### config.mk
export PLATFORM = sky130hd
export DESIGN_NAME = calendar_counter
export DESIGN_NICKNAME = d
export VERILOG_FILES = /design/src/rtl/calendar_pkg.sv /design/src/rtl/tick_gen.sv /design/src/rtl/calendar_counter.sv
export SDC_FILE = /design/constraint.sdc
export NUM_CORES = 1
export LEC_CHECK = 0
export ABC_AREA = 1
export BUFFER_PORTS_ARGS = -buffer_cell sky130_fd_sc_hd__buf_2
export CAP_MARGIN = 20
export CORE_ASPECT_RATIO = 0.9
export CORE_MARGIN = 1
export CORE_UTILIZATION = 45
export DETAILED_ROUTE_END_ITERATION = 7
export PLACE_DENSITY_LB_ADDON = 0.25
export SETUP_SLACK_MARGIN = 0.15
export SLEW_MARGIN = 10
export SYNTH_ARGS = -nofsm -noshare
export SYNTH_HDL_FRONTEND = slang
export SYNTH_SLANG_ARGS = --single-unit
### constraint.sdc
create_clock -name clk -period 8.4 [get_ports clk]
set_clock_uncertainty 0.2 [all_clocks]
set_input_delay 1.68 -clock clk [delete_from_list [all_inputs] [get_ports clk]]
set_output_delay 1.68 -clock clk [all_outputs]
set_load 0.005 [all_outputs]
### src/rtl/calendar_pkg.sv
// Purpose: shared calendar field widths, reset date and Gregorian helpers.
// Latency: n/a (types, constants and pure functions only).
// Backpressure: n/a.
// Used by calendar_counter, the timestamp converter and the UI set logic.
package calendar_pkg;

  localparam int YEAR_W   = 14;
  localparam int MONTH_W  = 4;
  localparam int DAY_W    = 5;
  localparam int HOUR_W   = 5;
  localparam int MINUTE_W = 6;
  localparam int SECOND_W = 6;

  // Reset/wrap date apart from the year, which is the YEAR_MIN parameter.
  localparam logic [MONTH_W-1:0]  RST_MONTH  = 4'd1;
  localparam logic [DAY_W-1:0]    RST_DAY    = 5'd1;
  localparam logic [HOUR_W-1:0]   RST_HOUR   = 5'd0;
  localparam logic [MINUTE_W-1:0] RST_MINUTE = 6'd0;
  localparam logic [SECOND_W-1:0] RST_SECOND = 6'd0;

  typedef struct packed {
    logic [YEAR_W-1:0]   year;
    logic [MONTH_W-1:0]  month;
    logic [DAY_W-1:0]    day;
    logic [HOUR_W-1:0]   hour;
    logic [MINUTE_W-1:0] minute;
    logic [SECOND_W-1:0] second;
  } cal_t;

  function automatic logic is_leap(input logic [YEAR_W-1:0] y);
    return (((y % 14'd4) == 14'd0) && ((y % 14'd100) != 14'd0)) ||
           ((y % 14'd400) == 14'd0);
  endfunction

  // Out-of-range months return 31; callers range-check the month separately.
  function automatic logic [DAY_W-1:0] days_in_month(input logic [MONTH_W-1:0] m,
                                                     input logic [YEAR_W-1:0]  y);
    case (m)
      4'd2:                    return is_leap(y) ? 5'd29 : 5'd28;
      4'd4, 4'd6, 4'd9, 4'd11: return 5'd30;
      default:                 return 5'd31;
    endcase
  endfunction

endpackage

### src/rtl/tick_gen.sv
// Purpose: prescaler counting 0..CLK_FREQ_HZ-1; flags the cycle whose edge wraps it.
// Latency: wrap is combinational from the counter; counter clears on the edge after clr.
// Backpressure: none; free-running.
// Ports: clk, rst (sync, active-high), clr (restart phase), wrap (high in last count).
module tick_gen #(
  parameter int CLK_FREQ_HZ = 100_000_000
) (
  input  logic clk,
  input  logic rst,
  input  logic clr,
  output logic wrap
);

  localparam int            CW   = $clog2(CLK_FREQ_HZ);
  localparam logic [CW-1:0] LAST = CW'(CLK_FREQ_HZ - 1);

  logic [CW-1:0] cnt_q, cnt_d;

  always_comb begin
    wrap  = (cnt_q == LAST);
    cnt_d = cnt_q + 1'b1;
    if (clr || wrap) cnt_d = '0;
  end

  always_ff @(posedge clk) begin
    if (rst) cnt_q <= '0;
    else     cnt_q <= cnt_d;
  end

endmodule

### src/rtl/calendar_counter.sv
// Purpose: free-running Gregorian wall-clock calendar with validated set command.
// Latency: fields/sec_tick/set_err update one edge after the wrap or set_valid sample.
// Backpressure: none; set_valid always accepted, illegal requests answered with set_err.
// Ports: clk, rst (sync, active-high); set_valid + set_{year..second} in;
//   set_err, sec_tick, year, month, day, hour, minute, second out.
// Optional macro ALARM_EN adds alarm_en, alarm_hour, alarm_minute in and alarm_hit out.
module calendar_counter
  import calendar_pkg::*;
#(
  parameter int CLK_FREQ_HZ = 100_000_000,
  parameter int YEAR_MIN    = 1970,
  parameter int YEAR_MAX    = 9999
) (
  input  logic                clk,
  input  logic                rst,
  input  logic                set_valid,
  input  logic [YEAR_W-1:0]   set_year,
  input  logic [MONTH_W-1:0]  set_month,
  input  logic [DAY_W-1:0]    set_day,
  input  logic [HOUR_W-1:0]   set_hour,
  input  logic [MINUTE_W-1:0] set_minute,
  input  logic [SECOND_W-1:0] set_second,
  output logic                set_err,
  output logic                sec_tick,
  output logic [YEAR_W-1:0]   year,
  output logic [MONTH_W-1:0]  month,
  output logic [DAY_W-1:0]    day,
  output logic [HOUR_W-1:0]   hour,
  output logic [MINUTE_W-1:0] minute,
  output logic [SECOND_W-1:0] second
`ifdef ALARM_EN
  ,
  input  logic                alarm_en,
  input  logic [HOUR_W-1:0]   alarm_hour,
  input  logic [MINUTE_W-1:0] alarm_minute,
  output logic                alarm_hit
`endif
);

  localparam logic [YEAR_W-1:0] YMIN = YEAR_W'(YEAR_MIN);
  localparam logic [YEAR_W-1:0] YMAX = YEAR_W'(YEAR_MAX);

  cal_t cur_q, cur_d, inc, set_v;
  logic tick_q, tick_d, err_q, err_d;
  logic wrap, set_ok;

  tick_gen #(.CLK_FREQ_HZ(CLK_FREQ_HZ)) u_tick_gen (
    .clk  (clk),
    .rst  (rst),
    .clr  (set_ok),
    .wrap (wrap)
  );

  always_comb begin
    set_v  = {set_year, set_month, set_day, set_hour, set_minute, set_second};
    set_ok = set_valid &&
             (set_year >= YMIN) && (set_year <= YMAX) &&
             (set_month >= 4'd1) && (set_month <= 4'd12) &&
             (set_day >= 5'd1) && (set_day <= days_in_month(set_month, set_year)) &&
             (set_hour < 5'd24) && (set_minute < 6'd60) && (set_second < 6'd60);
  end

  // Full carry chain resolved in a single cycle.
  always_comb begin
    inc = cur_q;
    if (cur_q.second != 6'd59) begin
      inc.second = cur_q.second + 6'd1;
    end else begin
      inc.second = '0;
      if (cur_q.minute != 6'd59) begin
        inc.minute = cur_q.minute + 6'd1;
      end else begin
        inc.minute = '0;
        if (cur_q.hour != 5'd23) begin
          inc.hour = cur_q.hour + 5'd1;
        end else begin
          inc.hour = '0;
          if (cur_q.day != days_in_month(cur_q.month, cur_q.year)) begin
            inc.day = cur_q.day + 5'd1;
          end else begin
            inc.day = 5'd1;
            if (cur_q.month != 4'd12) begin
              inc.month = cur_q.month + 4'd1;
            end else begin
              inc.month = 4'd1;
              inc.year  = (cur_q.year == YMAX) ? YMIN : cur_q.year + 14'd1;
            end
          end
        end
      end
    end
  end

  // A legal set overrides a coincident wrap and the tick is dropped;
  // an illegal set leaves the normal advance untouched.
  always_comb begin
    cur_d  = cur_q;
    tick_d = 1'b0;
    err_d  = 1'b0;
    if (set_ok) begin
      cur_d = set_v;
    end else begin
      err_d = set_valid;
      if (wrap) begin
        cur_d  = inc;
        tick_d = 1'b1;
      end
    end
  end

  always_ff @(posedge clk) begin
    if (rst) begin
      cur_q  <= {YMIN, RST_MONTH, RST_DAY, RST_HOUR, RST_MINUTE, RST_SECOND};
      tick_q <= 1'b0;
      err_q  <= 1'b0;
    end else begin
      cur_q  <= cur_d;
      tick_q <= tick_d;
      err_q  <= err_d;
    end
  end

`ifdef ALARM_EN
  logic hit_q, hit_d;

  // Only a genuine advance onto hh:mm:00 fires; a set landing there does not.
  always_comb begin
    hit_d = !set_ok && wrap && alarm_en &&
            (inc.hour == alarm_hour) && (inc.minute == alarm_minute) &&
            (inc.second == 6'd0);
  end

  always_ff @(posedge clk) begin
    if (rst) hit_q <= 1'b0;
    else     hit_q <= hit_d;
  end

  assign alarm_hit = hit_q;
`endif

  assign set_err  = err_q;
  assign sec_tick = tick_q;
  assign year     = cur_q.year;
  assign month    = cur_q.month;
  assign day      = cur_q.day;
  assign hour     = cur_q.hour;
  assign minute   = cur_q.minute;
  assign second   = cur_q.second;

endmodule

==> flow_metrics.env <==
export IMPL_die_area_um2=14280
export IMPL_met2_usage=0.3800
export IMPL_path_depth=55
export IMPL_globalplace_congestion=0.8714
export IMPL_clock_sinks=69
export IMPL_cp_data_required_time_ps=8460
export IMPL_rows=40
export IMPL_rr_worst_depth=44
export IMPL_hold_viol_final=0
export IMPL_worst_slack_ps=450.9
export IMPL_status="finished clean"
export IMPL_fp_dieH_um=113.5
export IMPL_avgViaCountPerCell=5.297
export IMPL_hold_depth=1
export IMPL_post_drt_wl_per_cell_um=13.44
export IMPL_setup_violations=0
export IMPL_cts_root_buffer="clkbuf_16"
export IMPL_holdCritStartpoint="u_tick_gen.cnt_q[0]"
export IMPL_synth_xor_area_frac=0.05496
export IMPL_layout_common_cells="220 x nand2_1, 121 x inv_1, 86 x nor2_1"
export IMPL_path_delay_family="simple AND/OR/NAND/NOR gates"
export IMPL_synth_edf_count=0
export IMPL_vias=6891
export IMPL_dp_slack_ps=-250.8
export IMPL_worst_setup_path_start_kind="primary input"
export IMPL_hold_end="u_tick_gen.cnt_q[0]"
export IMPL_slowest_delay_ps=350
export IMPL_path_clk_slew_ps=60
export IMPL_synth_yosys_seq_area_share=0.2223
export IMPL_arrival_ps=8010
export IMPL_ys_types=50
export IMPL_grt_pass1_wl_mm=27.26
export IMPL_power_density_nw_per_um2=157.4
export IMPL_whs_ps=256.3
export IMPL_synth_cells=1018
export IMPL_syn_nets=1074
export IMPL_wirelength_mm=17.49
export IMPL_crit_top_cell="nand2_2"
export IMPL_drtPass1Iterations=5
export IMPL_synthMuxAreaShare=0
export IMPL_period_share=0.9463
export IMPL_start_util=0.4633
export IMPL_synth_fa_ha_area_frac=0.02617
export IMPL_grt_pass1_vias=5827
export IMPL_clock_path_buffers=2
export IMPL_hp_class="flop to flop"
export IMPL_nNetsFinal=1183
export IMPL_period_needed_ps=7949
export IMPL_irDropWorstVdd_mv=0.1196
export IMPL_syn_area_per_cell_um2=6.105
export IMPL_r2r_slack_ps=2960
export IMPL_grt_max_degree=28
export IMPL_grt_overflow_total=0
export IMPL_track_usage=0.2310
export IMPL_cts_tree="yes"
export IMPL_layout_commonest_cell="nand2_1"
export IMPL_synth_compound_area_frac=0.1421
export IMPL_synth_main_ff_cell="dfxtp_1"
export IMPL_r2r_end="year[2]"
export IMPL_htree_levels=3
export IMPL_critical_path_class="primary input to flop"
export IMPL_r2r_start="year[10]"
export IMPL_path_buf_inv=4
export IMPL_dp_hpwl_mm=12.77
export IMPL_worstMarginPinSlew_ps=650.7
export IMPL_synth_simple_area_share=0.4467
export IMPL_clock_latency_ps=330
export IMPL_cap_violations=0
export IMPL_max_slew_margin_rel=0.5622
export IMPL_ant_nets=0
export IMPL_power_w=0.001212
export IMPL_drive_gt1_frac=0.2535
export IMPL_synth_top_family_by_area="simple AND/OR/NAND/NOR gates"
export IMPL_cts_inserted_buffers=9
export IMPL_area_growth_pct=23.88
export IMPL_fin_util=0.5740
export IMPL_maxSlewViolCount=0
export IMPL_grt_busiest_layer="met2"
export IMPL_coreArea_um2=13410
export IMPL_io_pins=85
export IMPL_synth_warnings=0
export IMPL_drt_iter0_drc=530
export IMPL_route_detailed_drc=0
export IMPL_use_met3=0.04081
export IMPL_fmax_mhz=125.8
export IMPL_ys_ff_latch=69
export IMPL_portBuffers=84
export IMPL_die_w_um=125.9
export IMPL_cpMaxStageDelayCell="nor2_1"
export IMPL_syn_area_um2=6215
export IMPL_path_max_fanout=5
export IMPL_power_leakage_nw=3.653
export IMPL_met1_usage=0.3160
export IMPL_end_kind="flop"
export IMPL_async_flop_share=0
export IMPL_antenna_found_initial=0
layer usage:
layer	share of wire	wire length, um
met5	0	0
met4	0.011	193
met3	0.054	950
met2	0.46	8059
met1	0.47	8284
what timing repair did:
item,in CTS,in global routing
pin swaps,0,34
buffers inserted,0,15
hold buffers,0,0
cloned,0,2
endpoints found under the setup margin,20,69
resized for setup,1,95
sequential cells by signal, indices dropped and copies added (netlist names):
register          flops
day                   5
hour                  5
minute                6
month                 4
sec_tick              1
second                6
set_err               1
u_tick_gen.cnt_q     27
year                 14
worst max-delay path by stage:
stage | startpoint | endpoint
after floorplan | set_year[10] | month[2]
after global placement | set_year[10] | year[11]
after detailed placement | set_year[10] | year[6]
after CTS | set_year[10] | year[12]
after global routing | set_year[10] | year[6]
final | set_year[13] | year[12]
area by class of cell:
class | instances | area, um^2
well taps | 168 | 210.2
clock buffers | 10 | 239.0
clock inverters | 6 | 93.84
diodes | 1 | 2.502
fillers | 1322 | 5714
inverters | 149 | 566.8
multi-input cells | 779 | 4508
repair buffers | 119 | 696.9
flip-flops and latches | 69 | 1381
synth_stat cells, types with 2 or more instances:
library cell | number | area [um^2]
nand2_1 | 246 | 923.4
inv_1 | 126 | 473.0
nor2_1 | 96 | 360.4
nand3_1 | 81 | 405.4
dfxtp_1 | 69 | 1381
a21oi_1 | 46 | 230.2
o21ai_0 | 42 | 210.2
nand4_1 | 40 | 250.2
nand2_2 | 37 | 231.5
xor2_1 | 28 | 245.2
nor3_1 | 19 | 95.09
inv_2 | 16 | 60.06
clkbuf_1 | 15 | 56.30
ha_1 | 13 | 162.7
nand2_4 | 13 | 146.4
o21ai_1 | 12 | 60.06
nor4_1 | 11 | 68.82
xnor2_1 | 11 | 96.34
nand3_2 | 8 | 80.08
o22ai_1 | 8 | 50.05
a211oi_1 | 7 | 52.55
a31oi_1 | 7 | 43.79
clkinv_1 | 7 | 26.28
or2_2 | 6 | 37.54
buf_4 | 5 | 37.54
o21a_1 | 5 | 37.54
nor2_2 | 4 | 25.02
nor3b_1 | 4 | 30.03
o211ai_1 | 4 | 30.03
nor2_4 | 3 | 33.78
o21ai_2 | 3 | 26.28
a21o_1 | 2 | 15.01
a22oi_1 | 2 | 15.01
a32oi_1 | 2 | 17.52
nand3_4 | 2 | 35.03
o221ai_1 | 2 | 17.52
o31ai_1 | 2 | 15.01
o41ai_1 | 2 | 17.52
power by group:
part	internal (W)	switching (W)	total [W]
clock network	0.000271	0.000150	0.000421
registers	0.000331	0.00000375	0.000335
logic	0.000169	0.000288	0.000456
total	0.000770	0.000441	0.00121
metrics by stage:
stage                     area [um^2]  TNS (ps)  std cells
after global routing             7696     -3171       1300
after floorplan                  6220         0       1018
final                            7699         0       1301
after global placement           6883         0       1267
after CTS                        7216         0       1283
after detailed placement         6883     -4831       1267
kinds of logic after synthesis:
logic type               after synthesis
XOR/XNOR                              39
adder cells (fa/ha/maj)               13
buffers and inverters                171
AND/OR/NAND/NOR                      575
AO/OA/AOI/OAI                        151
flip-flops                            69
(Power assumes the default switching activity.)
